$ cat src/rtl/reg_bank_ctrl.sv
// Requester-side controller for the 4-entry register bank.
// Buffers writebacks, serialises bank writes and operand reads.
module reg_bank_ctrl #(
  parameter int DATA_W   = 32,
  parameter int ADDR_W   = 2,
  parameter int WB_DEPTH = 2
) (
  input  logic              CLK,
  input  logic              RST_N,
  input  logic              wb_valid,
  output logic              wb_ready,
  input  logic [ADDR_W-1:0] wb_reg,
  input  logic [DATA_W-1:0] wb_data,
  input  logic              rd_req_valid,
  output logic              rd_req_ready,
  input  logic [ADDR_W-1:0] rd_src_1,
  input  logic [ADDR_W-1:0] rd_src_2,
  output logic              rd_rsp_valid,
  input  logic              rd_rsp_ready,
  output logic [DATA_W-1:0] rd_rsp_data_1,
  output logic [DATA_W-1:0] rd_rsp_data_2,
  output logic              opwrite,
  output logic [ADDR_W-1:0] reg_write,
  output logic [ADDR_W-1:0] src_1,
  output logic [ADDR_W-1:0] src_2,
  output logic [DATA_W-1:0] data,
  input  logic [DATA_W-1:0] data_src_1,
  input  logic [DATA_W-1:0] data_src_2
);

  localparam int PTR_W = $clog2(WB_DEPTH);
  localparam logic [PTR_W:0] CNT_FULL =
    (PTR_W+1)'(WB_DEPTH);
  localparam logic [PTR_W:0] CNT_ONE =
    (PTR_W+1)'(1);

  typedef enum logic [2:0] {
    IDLE,
    WRITE,
    RD_ISSUE,
    RD_WAIT,
    RESP
  } state_t;

  state_t state, state_d;

  logic [ADDR_W-1:0] fifo_reg [WB_DEPTH];
  logic [DATA_W-1:0] fifo_dat [WB_DEPTH];
  logic [PTR_W-1:0]  wr_ptr, rd_ptr, rd_nxt;
  logic [PTR_W:0]    count;
  logic              full, empty, push, pop;

  logic              opw_d, vld_d;
  logic [ADDR_W-1:0] reg_d, s1_d, s2_d;
  logic [DATA_W-1:0] dat_d, r1_d, r2_d;

  assign full   = count == CNT_FULL;
  assign empty  = count == '0;
  assign push   = wb_valid & ~full;
  assign pop    = state == WRITE;
  assign rd_nxt = rd_ptr + PTR_W'(1);

  assign wb_ready = ~full;
  // A writeback offered in the same cycle wins, so the read sees it.
  assign rd_req_ready = (state == IDLE) & empty & ~wb_valid;

  always_ff @(posedge CLK or negedge RST_N) begin
    if (!RST_N) begin
      wr_ptr <= '0;
      rd_ptr <= '0;
      count  <= '0;
      for (int i = 0; i < WB_DEPTH; i++) begin
        fifo_reg[i] <= '0;
        fifo_dat[i] <= '0;
      end
    end else begin
      if (push) begin
        fifo_reg[wr_ptr] <= wb_reg;
        fifo_dat[wr_ptr] <= wb_data;
        wr_ptr <= wr_ptr + PTR_W'(1);
      end
      if (pop) rd_ptr <= rd_nxt;
      unique case ({push, pop})
        2'b10:   count <= count + CNT_ONE;
        2'b01:   count <= count - CNT_ONE;
        default: count <= count;
      endcase
    end
  end

  always_comb begin
    state_d = state;
    opw_d   = 1'b0;
    reg_d   = reg_write;
    dat_d   = data;
    s1_d    = src_1;
    s2_d    = src_2;
    vld_d   = rd_rsp_valid;
    r1_d    = rd_rsp_data_1;
    r2_d    = rd_rsp_data_2;
    unique case (state)
      IDLE: begin
        if (!empty) begin
          state_d = WRITE;
          opw_d   = 1'b1;
          reg_d   = fifo_reg[rd_ptr];
          dat_d   = fifo_dat[rd_ptr];
        end else if (rd_req_valid && rd_req_ready) begin
          state_d = RD_ISSUE;
          s1_d    = rd_src_1;
          s2_d    = rd_src_2;
        end
      end
      WRITE: begin
        // Next head is either queued or arriving on this very edge.
        if (count > CNT_ONE) begin
          opw_d = 1'b1;
          reg_d = fifo_reg[rd_nxt];
          dat_d = fifo_dat[rd_nxt];
        end else if (push) begin
          opw_d = 1'b1;
          reg_d = wb_reg;
          dat_d = wb_data;
        end else begin
          state_d = IDLE;
        end
      end
      RD_ISSUE: state_d = RD_WAIT;
      RD_WAIT: begin
        state_d = RESP;
        vld_d   = 1'b1;
        r1_d    = data_src_1;
        r2_d    = data_src_2;
      end
      RESP: begin
        if (rd_rsp_ready) begin
          state_d = IDLE;
          vld_d   = 1'b0;
        end
      end
      default: state_d = IDLE;
    endcase
  end

  always_ff @(posedge CLK or negedge RST_N) begin
    if (!RST_N) begin
      state         <= IDLE;
      opwrite       <= 1'b0;
      reg_write     <= '0;
      data          <= '0;
      src_1         <= '0;
      src_2         <= '0;
      rd_rsp_valid  <= 1'b0;
      rd_rsp_data_1 <= '0;
      rd_rsp_data_2 <= '0;
    end else begin
      state         <= state_d;
      opwrite       <= opw_d;
      reg_write     <= reg_d;
      data          <= dat_d;
      src_1         <= s1_d;
      src_2         <= s2_d;
      rd_rsp_valid  <= vld_d;
      rd_rsp_data_1 <= r1_d;
      rd_rsp_data_2 <= r2_d;
    end
  end

endmodule

$ cat config.mk
export PLATFORM = sky130hd
export DESIGN_NAME = reg_bank_ctrl
export DESIGN_NICKNAME = d
export VERILOG_FILES = /design/src/rtl/reg_bank_ctrl.sv
export SDC_FILE = /design/constraint.sdc
export NUM_CORES = 1
export LEC_CHECK = 0
export CORE_ASPECT_RATIO = 2
export CORE_MARGIN = 8
export CORE_UTILIZATION = 25
export CTS_BUF_LIST = sky130_fd_sc_hd__clkbuf_2 sky130_fd_sc_hd__clkbuf_4 sky130_fd_sc_hd__clkbuf_8
export DETAILED_ROUTE_END_ITERATION = 12
export GPL_TIMING_DRIVEN = 0
export HOLD_SLACK_MARGIN = 0.05
export PLACE_DENSITY = 0.58
export SLEW_MARGIN = 10
export SYNTH_ARGS = -nofsm -noshare
export SYNTH_HDL_FRONTEND = slang
export SYNTH_SLANG_ARGS = --single-unit
$ cat constraint.sdc
create_clock -name CLK -period 3.3 [get_ports CLK]
set_input_delay 0.66 -clock CLK [delete_from_list [all_inputs] [get_ports CLK]]
set_output_delay 0.66 -clock CLK [all_outputs]
set_load 0.005 [all_outputs]
### Yosys cells after proc, flatten, opt, wreduce, memory -nomap -nowiden

Cells that the tools add are included.

| storage, ports and cells | value |
|---|---|
| flip-flop bits (word level) | 179 |
| output and inout bits | 106 |
| word-level logic and storage cells | 96 |

| operators by class | value |
|---|---|
| $add $sub $neg | 4 |
| magnitude comparators | 5 |
| eq/ne operators | 13 |
| muxes and demuxes | 39 |
| bitwise logic cells | 8 |
| reduce and logical (&&, ||, !) cells | 11 |

Operators with widths:

| cell | number |
|---|---|
| $mux 32 | 10 |
| $bwmux 64 | 1 |
| $pmux 32 s2 | 1 |
| $demux 32 s1 | 1 |
| $mux 2 | 10 |
| $mux 3 | 5 |
| $pmux 3 s5 | 1 |
| $ne 2x2->1 const B | 4 |
| $pmux 2 s2 | 2 |
| $eq 3x2->1 const B | 2 |
| $ge 2x2->1 const B | 3 |
| $ne 3x2->1 const B | 2 |
| $not 1->2 | 3 |
| $reduce_and 3->1 | 2 |
| $reduce_bool 2->1 | 3 |
| $bwmux 4 | 1 |
| $eq 2x2->1 const B | 2 |
| $mux 1 | 4 |
| $pmux 1 s2 | 2 |
| $reduce_and 4->1 | 1 |
| $and 1x1->1 | 3 |
| $eq 3x1->1 const B | 1 |
| $eq 3x3->1 const B | 1 |
| $logic_not 3->1 | 1 |
| 11 further kinds | 14 |

### Longest topological paths before layout

| logic depth | value |
|---|---|
| depth after elaboration | 7 |
| gate-level depth with buffers | 12 |
| gate-level depth less buffers | 9 |

### Least setup slack after synthesis

OpenSTA, ideal clock, no wires.

| timing | value |
|---|---|
| path type | reg2reg |
| start point | register state[1] |
| end point | register data[10] |
| arrival | 2.316 ns |
| required time | 3.174 ns |
| slack | 0.858 ns |
| stages on the path, launching flop included | 13 |
| clock period less this slack | 2.442 ns |
| cell sequence | dfrtp_1 buf_6 or3b_1 buf_2 clkinv_2 buf_6 buf_4 ha_1 inv_1 o221a_2 buf_2 clkbuf_1 o32a_1 |

| on the way | value |
|---|---|
| longest elaborated chain between the ends | 3 |
| elaborated cells between the ends (all ways) | 7 |
| classes of those cells | 3 x eq/ne; 1 x mux; 3 x reduce/logical |

RTL lines:

| element | RTL line | text |
|---|---|---|
| from (decl) | 45 | `state_t state, state_d;` |
| from (signal assigned) | 157 | `state <= state_d;` |
| $eq 3x1->1 / $logic_not 3->1 (equally long branches) | 101 | `unique case (state)` |
| $ne 3x2->1 (no line) (tied with other cells) | - |  |
| $reduce_and 3->1 (no line) | - |  |
| to (signal assigned) | 160 | `data <= dat_d;` |
| to (decl) | 26 | `output logic [DATA_W-1:0] data,` |

Parallel ways exist; a longest one is shown, timed or not.
A chain may end at the register's enable or synchronous reset.

### Worst setup path after layout

| timing | value |
|---|---|
| start point | register state[2] |
| end point | register data[22] |

Same word-level chain as after synthesis.

==> flow_summary.yaml <==
power:
  seq_power_share_pct: 32.4
  p_int_uw: 7660
  power.share.switching_pct: 39.9
  p_leak_uw: 0.00461
  comb_power_share_pct: 55.5
  peakVddDrop_mv: 0.431
  power.density_mw_per_mm2: 1130
  power_switching_uw: 5090
  p_clk_share_pct: 12.1
cts:
  clock_latency_ns: 0.50
  cts_setup_buffers: 0
  htreeDepth: 4
  clkTransAtPathRegs_ns: 0.10
  cts_resized: 0
  cts_buffers: 17
  cts_tree: "done"
  cts.sink_count: 179
  root_buffer: "clkbuf_8"
  ctsHoldBuffers: 0
  clockBufferDepth: 2
timing:
  worst_slew_pin_slew_ns: 0.646
  tns_ns: 0
  hold_viol: 0
  hold_slack_ns: 0.121
  finalCriticalPeriod_ns: 2.99
  slew_violations: 0
  max_freq_mhz: 334
  finalSetupViolCount: 0
  slew_headroom_pct: 56.9
  fin_crit_sh_pct: 90.7
  rsz0062_at_grt: "no"
  finClkSkew_ns: 0.0146
  worst_slack_ns: 0.307
final_layout:
  fin_nets: 1043
  final_cell_mix: "clkdlybuf4s50_1, dfrtp_1, mux2_2, nand3_1, nand2_1"
  multi_input_area_sq_mm: 0.00337
  largest_reg_flops: 64
  seq_area_sq_mm: 0.00448
  drive_gt1_share_pct: 21.6
  syn_to_final_growth_pct: 37.5
  num-fill-cells: 3372
  top_register: "fifo_dat"
  final_common_cell: "clkdlybuf4s50_1"
drt:
  viasPerCell: 4.86
  drt_iter0_drc: 369
  remaining_drc_errors: 0
  route.met2.wl_microns: 15700
  finalWirelength_microns: 27700
  antenna_left: 0
  drt-wirelength-per-cell_microns: 20.1
  num_vias: 6691
  route.met3.wl_microns: 1880
  firstDrtPassIters: 7
  routed.top_layer: "met4"
  wl_met1_microns: 9180
job:
  max-cap-violations: 0
place:
  place.gp.congestion: 0.774
  port_buffers: 212
  hpwlAfterDp_microns: 21100
  place_ws_ns: 0.278
setup_path:
  cp_common_cell: "buf_2"
  critPathArrivalTime_ns: 3.38
  cp_max_fo: 11
  worstPathRequired_ns: 3.69
  slowest_delay_ns: 0.47
  path_class: "reg -> reg"
  path_cells: "or3b_1 -> buf_2 -> clkinv_2 -> buf_6 -> buf_4 -> ha_1 -> inv_1 -> o221a_2 -> buf_2 -> clkbuf_1 -> o32a_1"
  start_kind: "register"
  cpMaxStageDelayCell: "dfrtp_1"
  cp-end-kind: "register"
floorplanning:
  rows: 94
  die_width_microns: 144
  io_pins: 213
  core_sq_mm: 0.0327
  die-area_sq_mm: 0.0393
  die_h_microns: 272
  start_util_pct: 25.1
yosys:
  yosys_register_bits: 179
  syn-num-nets: 811
  synthCells: 699
  seq_area_frac_synth_pct: 54.5
  ys_types: 33
  syn_area_sq_mm: 0.00822
  ys_warn_count: 0
  postSynthAreaPerCell_sq_um: 11.8
grt:
  grt_max_degree: 105
  grt_overflow: 0
  grt_pass1_wl_microns: 43000
  antenna_found_initial: 1
  grt_pass1_vias: 7350
  track_usage_pct: 14.6
worst_hold_path:
  hp-class: "in -> async"
outcome:
  status: "completed"
[power groups by stage]
stage	logic (uW)	clock network, uW	registers, uW
after floorplan	4050	0	4050
after global placement	7040	0	4130
after detailed placement	7140	0	4170
after CTS	7160	1620	4130
after global routing	7690	1670	4280
final	7070	1540	4130
[cell type report]
cell class,count,area share [%]
multi-input combinational,448,29.8
sequential,179,39.6
clock buffer,22,2.51
antenna,2,0.0443
timing repair buffer,213,19.1
buffer,63,2.96
clock inverter,10,0.874
tap,432,4.78
inverter,9,0.310
[per-stage QoR]
step           power, uW  std cells  cell area [sq um]  utilization, %
6_report           12700       1378              11300            34.6
3_5_place_dp       11300       1344              10900            33.4
4_1_cts            12900       1376              11300            34.6
2_1_floorplan       8100        699               8220               -
3_3_place_gp       11200       1343              10900            33.3
5_1_grt            13600       1377              11300            34.6
[Yosys cell counts (all sizes together)]
cell	n	share of area, %
o22a	1	0.11
or3b	1	0.11
nand3b	1	0.091
clkbuf	22	1.0
nor4	1	0.076
and3	33	2.5
xor2	1	0.11
a21oi	38	2.3
o32a	33	4.0
xnor2	3	0.32
clkinv	1	0.061
a31oi	1	0.076
inv	8	0.37
o32ai	1	0.11
o221a	1	0.14
nand4	33	2.5
nor2b	1	0.076
nor3b	1	0.091
nand2b	2	0.15
o31ai	1	0.091
dfrtp	179	54
ha	5	0.76
nor3	1	0.061
nand2	41	1.9
nand3	101	6.1
o21ai	5	0.30
nor2	5	0.23
mux2i	1	0.12
buf	41	3.1
mux2	136	19
[worst max-delay path: cells and delay by family, from the launching register on]
family | cells | cell delay, ns
adder cells (fa/ha/maj) | 1 | 0.21
flip-flops | 1 | 0.47
buffers and inverters | 7 | 1.22
AND/OR/NAND/NOR | 1 | 0.39
AO/OA/AOI/OAI | 2 | 0.57
[logic make-up (layout without fill, tap and decap cells)]
| family | after synthesis | in the layout | share of synthesized area, % |
|---|---|---|---|
| simple gates | 221 | 221 | 13.9 |
| flops | 179 | 179 | 54.5 |
| mux | 137 | 137 | 18.8 |
| compound gates | 81 | 81 | 7.15 |
| buf+inv | 72 | 317 | 4.49 |
| fa+ha+maj | 5 | 5 | 0.761 |
| xor+xnor | 4 | 4 | 0.426 |
| other cells | 0 | 2 | 0 |
[worst paths after layout]
check                          from                 to  slack (ns)  cells after the start
max                        state[2]           data[22]        0.31                     11
max reg2reg                state[2]           data[22]        0.31                     11
min in group CLK             wr_ptr             wr_ptr        0.50                      1
min                           RST_N           data[13]        0.12                      1
max in group asynchronous     RST_N  rd_rsp_data_1[29]        2.19                      2
min reg2reg                  wr_ptr             wr_ptr        0.50                      1
[per-layer routing]
layer	GRT usage, %	vias to the layer above
met5	0	-
met4	7.79	0
met2	27.8	258
met3	4.54	53
li1	-	3028
met1	13.3	3352
Power figures use the tool's default switching activity.
==> patch 1, RTL diff (config.mk and constraints unchanged) <==
`rd_rsp_data_1` no longer has a reset.
--- a/src/rtl/reg_bank_ctrl.sv
+++ b/src/rtl/reg_bank_ctrl.sv
@@ -151,7 +151,6 @@
       src_1         <= '0;
       src_2         <= '0;
       rd_rsp_valid  <= 1'b0;
-      rd_rsp_data_1 <= '0;
       rd_rsp_data_2 <= '0;
     end else begin
       state         <= state_d;
@@ -161,10 +160,13 @@
       src_1         <= s1_d;
       src_2         <= s2_d;
       rd_rsp_valid  <= vld_d;
-      rd_rsp_data_1 <= r1_d;
       rd_rsp_data_2 <= r2_d;
     end
   end
 
+  always_ff @(posedge CLK) begin
+    rd_rsp_data_1 <= r1_d;
+  end
+
 endmodule
 
Behaviour: differs if RST_N is asserted again (counterexample within 4 cycles, from zero or initial values and one cycle with RST_N low); with RST_N held inactive, the same outputs for 4 cycles.
==> patch 1 against the original RTL <==
Core utilization up 0.33 points. Setup slack worse by 0.055 ns. Register-to-register slack better by 0.04 ns. Power down 9.3%. Sequential cell count unchanged. Final area down 0.84%. Sequential share of layout area up 1.8 points. Hold slack better by 0.36 ns. Non-clock buffer count up 4. Routed wire length up 2.8%. Synthesized area down 1.5%. Largest power group unchanged.
==> patch 1: results (changes against the original RTL) <==
metric	value	unit	change
run_status	complete, no violations		
comb.multi_input.count	483		+7.8%
fin_skew	0.0175	ns	+0.00297 ns
crit_arrival	2.39	ns	-0.99 ns
hold_path.class	register to register		
r2r_end	data[20]		
fin_nets	1080		+3.5%
worst_pin_slew	0.633	ns	-0.0128 ns
p_leak	0.00457	uW	-0.92%
synth.distinct_cells	40		+21%
synth_nets	846		+4.3%
r2r_start	state[0]		
initialDrtViolationCount	435		+18%
num-nonclk-inverters	7		-2
endpoint	rd_req_ready		
clockNetworkAreaShare	3.37	%	-0.016 points
grt_pass1_vias	6871		-6.5%
cts_max_level	4		unchanged
grt_use_total	14.9	%	+0.31 points
use_met3	3.26	%	-1.3 points
synthTopCellsByCount	dfrtp_1 (147), nand2_1 (136), nand3_1 (99)		
path_delay_family	simple AND/OR/NAND/NOR gates		
grt_use_met1	16.0	%	+2.7 points
synth_area_leaders	dfrtp_1 (45%), edfxtp_1 (12%), mux2_2 (10%)		
multi_input_area	3070	um^2	-9.1%
num-clock-buffers	17		-23%
ctsHoldBuffers	1		+1
cts_max_path_buffers	2		unchanged
vdd_drop_max	494	uV	+15%
yosysSeqAreaShare	57.3	%	+2.8 points
dp_hpwl	21100	um	+0.19%
setup.worst_path.start	count[1]		
buffers	280		+1.4%
antenna_cells	1		-1
hold_slack	0.480	ns	+0.359 ns
cp_max_fo	5		-6
slowest_delay	0.52	ns	+0.05 ns
seqCellArea	4640	um^2	+3.6%
synth_edf_count	32		+32
cp_slowest_cell	clkdlybuf4s50_1		
grt_max_degree	106		+0.95%
ys_warn_count	0		unchanged
holdPathEnd	rd_rsp_data_2[0]		
largest_reg_flops	64		unchanged
totalWireLength	28500	um	+2.8%
firstDrtPassIters	5		-2
reg2reg_depth	11		unchanged
final.fill_count	3292		-2.4%
synthArstFlopShare	82.1	%	-18 points
antenna_found_initial	1		unchanged
drive_above_1_share	15.5	%	-6.1 points
r2r_slack	0.35	ns	+0.04 ns
grt_pass1_wl	43800	um	+1.8%
bufAreaShareNonClock	22.8	%	+0.82 points
-- patch 1: cell types whose count changed after synthesis, moves of 3 or more --
cell and change:
buf_6 -3, edfxtp_1 +32, inv_1 -3, buf_8 +3, buf_2 +4, buf_1 -3
nor2b_1 +3, dfrtp_1 -32, o32a_2 +4, mux2_2 -63, o32a_1 -4, nand2_1 +95
-- patch 1: cells by family after synthesis --
group	after synthesis	share of synthesized area (%)
and+or+nand+nor	321	19.0
DFF	179	57.3
AOI/OAI and AO/OA	80	7.54
muxes	73	10.1
xor gates and xnor gates	4	0.433
adders and majority gates	5	0.772
buffers and inverters	72	4.87
-- patch 1: power breakdown --
part / switching, uW / internal (uW) / total (uW) / leakage, uW
sequential: 649 / 3320 / 3970 / 0.00203
combinational: 3160 / 2940 / 6110 / 0.00236
clock: 934 / 554 / 1490 / 0.000179
total: 4750 / 6820 / 11600 / 0.00457
-- patch 1: worst reg2reg max path: stages, from the launching register on --
cell	delay, ns
dfrtp_1	0.36
buf_2	0.16
or3b_1	0.19
buf_6	0.14
clkinv_2	0.09
buf_12	0.16
buf_6	0.15
ha_1	0.24
a2111oi_4	0.52
buf_2	0.35
buf_2	0.30
a41oi_1	0.16
-- patch 1: layer usage --
| metal | vias to the layer above | share of wire (%) |
|---|---|---|
| li1 | 3109 | - |
| met3 | 27 | 4.8 |
| met5 | - | 0 |
| met1 | 3371 | 37 |
| met4 | 0 | 2.0 |
| met2 | 209 | 57 |
-- patch 1: metrics by stage --
stage               cells  cell area, um^2  worst slack [ns]  TNS [ns]
finish               1409            11200             0.252         0
floorplan             734             8100             0.751         0
global route         1409            11200            0.0635         0
CTS                  1408            11200             0.196         0
detailed placement   1375            10800             0.209         0
global placement     1373            10800             -4.81   -703.22
==> patch 2, RTL diff (config.mk and constraints unchanged) <==
Made on the original files. Set the parameter `DATA_W` to 36 (it was 32).
--- a/src/rtl/reg_bank_ctrl.sv
+++ b/src/rtl/reg_bank_ctrl.sv
@@ -1,7 +1,7 @@
 // Requester-side controller for the 4-entry register bank.
 // Buffers writebacks, serialises bank writes and operand reads.
 module reg_bank_ctrl #(
-  parameter int DATA_W   = 32,
+  parameter int DATA_W   = 36,
   parameter int ADDR_W   = 2,
   parameter int WB_DEPTH = 2
 ) (
Interface: changed (6 resized); port bits go from 213 to 237. No check against the original RTL was run, so the function may have changed too.
==> patch 2 against the original RTL <==
Routed wire length shrank 1.4%. Sequential cell count grew 20. Die area grew 9.5%. Synthesized area grew 10%. Setup slack lost 0.048 ns. Non-clock buffer count grew 18. Largest cell class unchanged. Final area grew 10%. Power grew 5.2%.
==> patch 2: results (changes against the original RTL) <==
metric	value	unit	change
grt_use_total	12.9	%	-1.7 points
final.fill_count	3589		+6.4%
grt_util_met2	19.2	%	-8.6 points
gp_congestion	0.787		+1.7%
totalWireLength	27300	um	-1.4%
grt_pass1_wl	43100	um	about the same
synthTopCellsByCount	dfrtp_1 (199), mux2_2 (174), nand3_1 (45)		
largest_reg_flops	72		+13%
drive_above_1_share	28.8	%	+7.2 points
run_status	complete, no violations		
firstDrtPassIters	4		-3
vdd_drop_max	463	uV	+7.4%
p_leak	0.00502	uW	+9.0%
grt_max_degree	106		+0.95%
synth_nets	825		+1.7%
io_buffer_count	236		+11%
grt_use_met1	15.8	%	+2.5 points
vias	6831		+2.1%
cp_max_fo	10		-1
dp_hpwl	19600	um	-6.8%
grt_pass1_vias	7720		+5.0%
use_met3	5.65	%	+1.1 points
cts_max_path_buffers	2		unchanged
cp_slowest_cell	clkdlybuf4s50_1		
ctsResizeCount	0		unchanged
slowest_delay	0.60	ns	+0.13 ns
worst_pin_slew	0.826	ns	+0.180 ns
initialDrtViolationCount	301		-18%
patch 2: layout make-up:
type                    count  area [um^2]  area share (%)
multi-input cells         438         3680            29.6
plain buffers              57          377            3.03
diodes                      1         2.50          0.0201
flip-flops and latches    199         4980            40.0
inverters                   7         38.8           0.312
clock buffers              18          248            1.99
clock inverters            14          149            1.20
repair buffers            237         2390            19.3
well taps                 454          568            4.57
patch 2: logic make-up after synthesis:
kind of cell | share of synthesized area (%)
flip-flops | 54.9
multiplexers | 21.7
AND/OR/NAND/NOR | 8.06
AO/OA/AOI/OAI | 9.73
buffers and inverters | 4.58
adder cells (fa/ha/maj) | 0.689
XOR/XNOR | 0.386
patch 2: path summary, 6_finish.rpt:
check                                    endpoint  slack [ns]      from  depth (start not counted)
worst max-delay path                 rd_req_ready        0.26  state[0]                          4
worst min-delay path                 fifo_dat[29]        0.16     RST_N                          1
worst max register to register           data[30]        0.34  state[2]                         12
worst min register to register           data[29]        0.49  data[29]                          2
max in group asynchronous       rd_rsp_data_2[15]        2.13     RST_N                          2
min in group CLK                         data[29]        0.49  data[29]                          2
patch 2: worst register-to-register path, cell delays in order, from the launching register on:
cell,delay [ns]
dfrtp_1,0.41
buf_6,0.15
or3b_1,0.39
buf_6,0.17
inv_12,0.09
buf_12,0.13
buf_6,0.17
ha_1,0.26
a2111o_1,0.18
buf_4,0.19
clkbuf_1,0.46
nand2_1,0.18
o31ai_2,0.10
patch 2: routing by layer:
metal | vias to the layer above | share of wire, %
met5 | - | 0
met4 | 0 | 2.2
met3 | 38 | 11
met2 | 308 | 44
met1 | 3400 | 43
li1 | 3085 | -
patch 2: per-stage QoR:
step / cells / instance area [um^2] / worst slack (ns) / total power (uW)
finish: 1425 / 12400 / 0.259 / 13400
global route: 1424 / 12400 / 0.0549 / 14300
CTS: 1424 / 12400 / 0.0816 / 13600
detailed placement: 1392 / 12000 / 0.322 / 11900
global placement: 1391 / 12000 / -7.00 / 11700
floorplan: 701 / 9080 / 0.923 / 8730
patch 2: power groups by stage:
stage / combinational (uW) / clock (uW) / sequential [uW]
floorplan: 4260 / 0 / 4480
global placement: 7150 / 0 / 4530
detailed placement: 7260 / 0 / 4600
CTS: 7310 / 1690 / 4570
global route: 7830 / 1790 / 4730
finish: 7220 / 1620 / 4570
